===== config.mk =====
export PLATFORM = sky130hd
export DESIGN_NAME = pre_if_pc_gen
export DESIGN_NICKNAME = d
export VERILOG_FILES = /design/src/rtl/cpu_pkg.sv /design/src/rtl/pc_btb.sv /design/src/rtl/pre_if_pc_gen.sv
export SDC_FILE = /design/constraint.sdc
export NUM_CORES = 1
export LEC_CHECK = 0
export BUFFER_PORTS_ARGS = -buffer_cell sky130_fd_sc_hd__buf_2
export CAP_MARGIN = 30
export CORE_AREA = 2 2 150 152
export CTS_CLUSTER_SIZE = 25
export DETAILED_ROUTE_END_ITERATION = 12
export DIE_AREA = 0 0 152 154
export SYNTH_ARGS = -nofsm -noshare
export SYNTH_HDL_FRONTEND = slang
export SYNTH_SLANG_ARGS = --single-unit

===== constraint.sdc =====
create_clock -name clk -period 2.85 [get_ports clk]
set_input_delay 0.1425 -clock clk [delete_from_list [all_inputs] [get_ports clk]]
set_output_delay 0.1425 -clock clk [all_outputs]
set_load 0.02 [all_outputs]

===== src/rtl/cpu_pkg.sv =====
// Shared core definitions: address width, reset vector, fetch step and
// the pre-IF PC generator state encoding.
package cpu_pkg;

    localparam int unsigned CPU_ADDR_W     = 32;
    localparam logic [31:0] CPU_RESET_PC   = 32'h1c000000;
    localparam int unsigned CPU_INST_BYTES = 4;

    typedef enum logic [1:0] {
        PC_RUN     = 2'd0,
        PC_PEND    = 2'd1,
        PC_PEND_EX = 2'd2
    } pc_state_e;

endpackage


===== src/rtl/pc_btb.sv =====
// Direct-mapped branch target buffer for the pre-IF PC generator.
// Only instantiated when PC_GEN_BTB_EN is defined.
module pc_btb #(
    parameter int unsigned ADDR_W  = 32,
    parameter int unsigned ENTRIES = 8
) (
    input  logic              clk,
    input  logic              rst,
    input  logic              lookup_valid_i,
    input  logic [ADDR_W-1:0] lookup_pc_i,
    output logic              hit_o,
    output logic [ADDR_W-1:0] target_o,
    input  logic              wr_en_i,
    input  logic [ADDR_W-1:0] wr_pc_i,
    input  logic [ADDR_W-1:0] wr_target_i,
    input  logic              mispredict_i
);

    localparam int unsigned IDX_W = $clog2(ENTRIES);
    localparam int unsigned TAG_W = ADDR_W - IDX_W - 2;

    logic [ENTRIES-1:0] valid_q, valid_d;
    logic [TAG_W-1:0]   tag_q [ENTRIES];
    logic [ADDR_W-1:0]  tgt_q [ENTRIES];
    logic [IDX_W-1:0]   lk_idx, wr_idx, last_idx_q;
    logic [TAG_W-1:0]   lk_tag, wr_tag;
    logic               last_hit_q;
    logic               unused_lsbs;

    assign lk_idx      = lookup_pc_i[IDX_W+1:2];
    assign lk_tag      = lookup_pc_i[ADDR_W-1:IDX_W+2];
    assign wr_idx      = wr_pc_i[IDX_W+1:2];
    assign wr_tag      = wr_pc_i[ADDR_W-1:IDX_W+2];
    assign unused_lsbs = ^{lookup_pc_i[1:0], wr_pc_i[1:0]};

    assign hit_o    = lookup_valid_i & valid_q[lk_idx] & (tag_q[lk_idx] == lk_tag);
    assign target_o = tgt_q[lk_idx];

    // A redirect right after a predicted fetch means that prediction was wrong;
    // a same-cycle training write to the same slot takes precedence.
    always_comb begin
        valid_d = valid_q;
        if (mispredict_i && last_hit_q) valid_d[last_idx_q] = 1'b0;
        if (wr_en_i) valid_d[wr_idx] = 1'b1;
    end

    always_ff @(posedge clk) begin
        if (rst) begin
            valid_q    <= '0;
            last_hit_q <= 1'b0;
            last_idx_q <= '0;
        end else begin
            valid_q    <= valid_d;
            last_hit_q <= hit_o;
            last_idx_q <= lk_idx;
        end
    end

    always_ff @(posedge clk) begin
        if (wr_en_i) begin
            tag_q[wr_idx] <= wr_tag;
            tgt_q[wr_idx] <= wr_target_i;
        end
    end

endmodule


===== src/rtl/pre_if_pc_gen.sv =====
// Pre-IF fetch PC generator: SRAM req/addr_ok handshake, EX/WB redirects,
// pending-redirect buffering. Optional BTB enabled by macro PC_GEN_BTB_EN.
module pre_if_pc_gen
    import cpu_pkg::*;
#(
    parameter int unsigned       ADDR_W      = CPU_ADDR_W,
    parameter logic [ADDR_W-1:0] RESET_PC    = CPU_RESET_PC,
    parameter int unsigned       INST_BYTES  = CPU_INST_BYTES,
    parameter int unsigned       BTB_ENTRIES = 8
) (
    input  logic              clk,
    input  logic              rst,
    input  logic              if_allow_in,
    input  logic              inst_addr_ok,
    input  logic              wb_ex_valid,
    input  logic [ADDR_W-1:0] wb_ex_target,
    input  logic              br_taken,
    input  logic [ADDR_W-1:0] br_target,
    input  logic [ADDR_W-1:0] br_pc,
    output logic              inst_req,
    output logic [ADDR_W-1:0] inst_addr,
    output logic              pre_if_to_if_valid,
    output logic [ADDR_W-1:0] pre_if_pc,
    output logic              pre_if_cancel
);

    pc_state_e         state_q, state_d;
    logic [ADDR_W-1:0] pc_q, pc_d;
    logic [ADDR_W-1:0] pend_target_q, pend_target_d;
    logic              outs_q, outs_d;
    logic [ADDR_W-1:0] sel_addr, seq_pc, next_pc;
    logic              req, fire, pend_valid, pend_prio, br_eff, redirect;

    assign req        = ~rst & if_allow_in;
    assign fire       = req & inst_addr_ok;
    assign pend_valid = (state_q != PC_RUN);
    assign pend_prio  = (state_q == PC_PEND_EX);
    // A held exception locks out branches from both selection and latching.
    assign br_eff     = br_taken & ~pend_prio;
    assign redirect   = wb_ex_valid | br_eff;

    always_comb begin
        if (wb_ex_valid)     sel_addr = wb_ex_target;
        else if (br_eff)     sel_addr = br_target;
        else if (pend_valid) sel_addr = pend_target_q;
        else                 sel_addr = pc_q;
    end

    assign seq_pc = sel_addr + ADDR_W'(INST_BYTES);

`ifdef PC_GEN_BTB_EN
    logic              btb_hit;
    logic [ADDR_W-1:0] btb_target;

    pc_btb #(
        .ADDR_W  (ADDR_W),
        .ENTRIES (BTB_ENTRIES)
    ) u_btb (
        .clk            (clk),
        .rst            (rst),
        .lookup_valid_i (fire),
        .lookup_pc_i    (sel_addr),
        .hit_o          (btb_hit),
        .target_o       (btb_target),
        .wr_en_i        (br_taken),
        .wr_pc_i        (br_pc),
        .wr_target_i    (br_target),
        .mispredict_i   (redirect)
    );

    assign next_pc = btb_hit ? btb_target : seq_pc;
`else
    logic unused_br_pc;
    assign unused_br_pc = ^br_pc;
    assign next_pc      = seq_pc;
`endif

    always_comb begin
        state_d       = state_q;
        pc_d          = pc_q;
        pend_target_d = pend_target_q;
        outs_d        = outs_q;
        if (fire) begin
            state_d = PC_RUN;
            pc_d    = next_pc;
        end else if (wb_ex_valid) begin
            state_d       = PC_PEND_EX;
            pend_target_d = wb_ex_target;
        end else if (br_eff) begin
            state_d       = PC_PEND;
            pend_target_d = br_target;
        end
        if (fire)             outs_d = 1'b1;
        else if (if_allow_in) outs_d = 1'b0;
    end

    always_ff @(posedge clk) begin
        if (rst) begin
            state_q       <= PC_RUN;
            pc_q          <= RESET_PC;
            pend_target_q <= '0;
            outs_q        <= 1'b0;
        end else begin
            state_q       <= state_d;
            pc_q          <= pc_d;
            pend_target_q <= pend_target_d;
            outs_q        <= outs_d;
        end
    end

    assign inst_req           = req;
    assign inst_addr          = sel_addr;
    assign pre_if_to_if_valid = fire;
    assign pre_if_pc          = sel_addr;
    assign pre_if_cancel      = ~rst & redirect & outs_q;

endmodule


==> impl_results.md <==
* Outcome: finished clean
* TNS Setup at 0 ps
* Min Tclk post-route at 2648 ps
* Post-Synthesis Net Count at about 820
* Post-synthesis adder-cell area fraction at 0.2322%
* Crit path kind: flip-flop to flip-flop
* LEAKAGE at 2.961 nW
* Slowest stage cell, crit path: dfxtp_4
* Worst-path fanout max at 17
* CP max stage delay at 440 ps
* Ys flop type: dfxtp_1
* Residual DRC at 0
* Largest net degree at the start of global routing at 70
* GP Congestion at 0.7937
* Global-route wire length before repair at ~28000 um
* Largest family of logic cells by synthesized area: compound AO/OA/AOI/OAI gates
* Post-synth top area share at 24.89%
* YS warnings at 0
* Clk_skew at 8.094 ps
* Post-synthesis simple-gate area fraction at 25.19%
* Final #Nets at 919
* Area of placed instances at around 0.0063 mm2
* Post-synthesis xor/xnor area fraction at between 2 and 2.5%
* Die Span Y at 154 um
* Total GRT Usage at 15.16%
* FFs w/ async S/R, synth at 0%
* Routed WL at 18180 um
* Antenna-violating nets left at 0
* Global route total overflow at 0
* Tot Pwr at 0.003312 W
* Rel. slew slack at 48.61%
* DRT Pass-1 Iters at 5
* Fin crit share at 92.91%
* Antenna violations before repair at 0
* Final HPWL DP at between 10000 and 15000 um
* IR Drop Worst-Case VDD at 0.2926 mV
* Worst path cell trace: nor2b_4 -> buf_12 -> a221oi_1 -> a22o_1 -> ha_1 -> nand3_1 -> nor4_2 -> buf_4 -> a21oi_1 -> o31ai_1
* Via density per instance at 5.124
* Post-synth EDFFs at 0
* RSZ-0062 raised after global routing: no
* Worst Reg-to-Reg Cells at 10
* Core ar. at approximately 0.022 mm2
* Avg Inst Size Synth at 7.495 um2
* Final Hold Fails at 0
* Most numerous cell in the Yosys netlist: dfxtp_1
* # setup viols final at 0
* MaxCap Viol Count at 0
* R2r setup slk at 200 ps
* PwrDens at between 500 and 600 mW/mm2
* IO buf count at 136
* Root Buffer: clkbuf_16
* Vias in the first global route at 5248
* CP Data Required Time at 3100 ps
* Register area share after synthesis at 24.89%
* Slew of the pin with the lowest slew margin at 770.8 ps
* Area Growth Syn to Fin at 22.89%
* Synth area leader: dfxtp_1
* Row cnt at 54
* CP Capture Type: flip-flop
* Layout cells sized above 1 at 27.16%
* Critical R2R Capture: pc_q[22]
* Yosys reg bits at 67
* Via count at roughly 5600
* # clock sinks at 67
* DR iter-0 viols at 401
* Final cell count without fillers at 1102
* Cell family with most CP delay: compound AO/OA/AOI/OAI gates
* Post-Syn Instances at 719
* Post-synth top cells: dfxtp_1 (67), inv_1 (60), nor2_1 (54)
* Post-synthesis mux area share at 6.315%
* Post-CTS Setup Inserts at 0
* Hold Path Depth at 3
* Die area at 0.02341 mm2
* # IOs at 169
* Avg WL per Cell at 16.50 um
* CTS tree: done
* Hold path endpoint: outs_q
* Critical path buffers and inverters at 2
* Clk_lat worst skew at approximately 350 ps
* Pins Over Slew Limit at 0
* Hold WC Path Type: input pin to flip-flop
* FF-to-FF Start: state_q[1]
* Placed Cells at 1085
* Arrival time worst endpoint at 2900 ps
* Max Root-Sink Buffers at 2
* Post-synthesis compound-gate area fraction at 26.12%
* CTS clock-pin slew for the worst setup and hold paths at 60 ps
* H-tree depth at 3
* Final non-filler cell area at 0.006623 mm2
* Initial Utilization at approximately 25%
* Die width at roughly 150 um
* Max frequency at 377.7 MHz
* CP startpoint kind: flip-flop
* CTS buffer count at 9
* Area contributors post-synth: dfxtp_1 (25%), mux2i_1 (6.3%), buf_4 (5.3%)
* Mapped Area at 0.005389 mm2
* HP Start: inst_addr_ok
* Library cells used by synthesis at 59
-- per-stage QoR --
step / worst slack (ps) / util [%] / hold WS, ps
6_report: 202.2 / 30.54 / 61.53
5_1_grt: 22.61 / 30.52 / 86.56
4_1_cts: 103.4 / 30.50 / 54.40
3_5_place_dp: 122.4 / 29.05 / 420.6
3_3_place_gp: 155.3 / 29.05 / 420.2
2_1_floorplan: 58.85 / - / 289.3
-- area by class of cell --
type                       instances  area [um2]
antenna                            1       2.502
clock buffer                      12       266.5
clock inverter                     4       47.55
fill                            2322       15070
inverter                          60       225.2
multi-input combinational        492        3259
sequential                        67        1346
tap                              280       350.3
timing repair buffer             186        1125
-- repair_timing --
| action | in CTS | in global routing |
|---|---|---|
| resized for setup | 0 | 2 |
| hold buffers | 0 | 0 |
| setup endpoints to repair | 0 | 8 |
| endpoints found under the hold margin | 0 | 0 |
-- tightest hold or removal path: stages --
cell	delay (ps)
buf_2	90
mux2i_1	70
nor2_1	70
-- report_power, final --
part           switching (W)  total (W)  leakage [nW]  internal (W)
combinational       0.000619    0.00103          2.25      0.000408
clock               0.000474    0.00122         0.155      0.000747
sequential         0.0000514    0.00106         0.554       0.00101
-- worst max-delay path by stage --
| stage | from | end | slack [ps] | cells after the start |
|---|---|---|---|---|
| after floorplan | state_q[1] | pc_q[31] | 60 | 8 |
| after global placement | state_q[1] | pc_q[28] | 160 | 10 |
| after detailed placement | state_q[1] | pc_q[28] | 120 | 10 |
| after CTS | state_q[1] | pc_q[28] | 100 | 10 |
| after global routing | state_q[0] | pc_q[22] | 20 | 10 |
| final | state_q[1] | pc_q[22] | 200 | 10 |
-- cells in the final DEF (no fill, tap or decap), drive strengths merged, types with 3 or more instances in the layout --
cell type,count
a22o,25
and3,3
nor3,51
a41oi,3
dfxtp,67
o211ai,7
nand2,27
xor2,3
nor2,55
and4,6
a211oi,9
a21oi,32
nand2b,8
mux2i,34
a221oi,28
o31ai,8
nand3,11
o22ai,23
a31oi,5
a221o,3
clkbuf,12
o21ai,41
and2,4
nand4,9
nor2b,26
nor3b,7
xnor2,12
buf,186
inv,60
a211o,4
nand3b,23
nor4,6
-- cell families (layout without fill, tap and decap cells) --
kind of cell | after synthesis | count (layout)
and+or+nand+nor | 242 | 242
buffers and inverters | 160 | 262
DFF | 67 | 67
xor gates and xnor gates | 15 | 15
AOI/OAI and AO/OA | 200 | 200
adders and majority gates | 1 | 1
muxes | 34 | 34
other | 0 | 1
-- routing by layer --
layer / GRT usage [%] / wire, um / up-vias / share of wire, %
met4: 6.053 / 340 / 0 / 1.9
met3: 2.565 / 1036 / 23 / 5.7
met5: 0 / 0 / - / 0
li1: - / - / 2768 / -
met2: 24.71 / 8405 / 180 / 46
met1: 19.96 / 8400 / 2676 / 46
-- state kept, by name, indices dropped and copies added (netlist names) --
signal         cells
outs_q             1
pc_q              32
pend_target_q     32
state_q            2
Note: power is estimated with default switching activity, not from simulation.
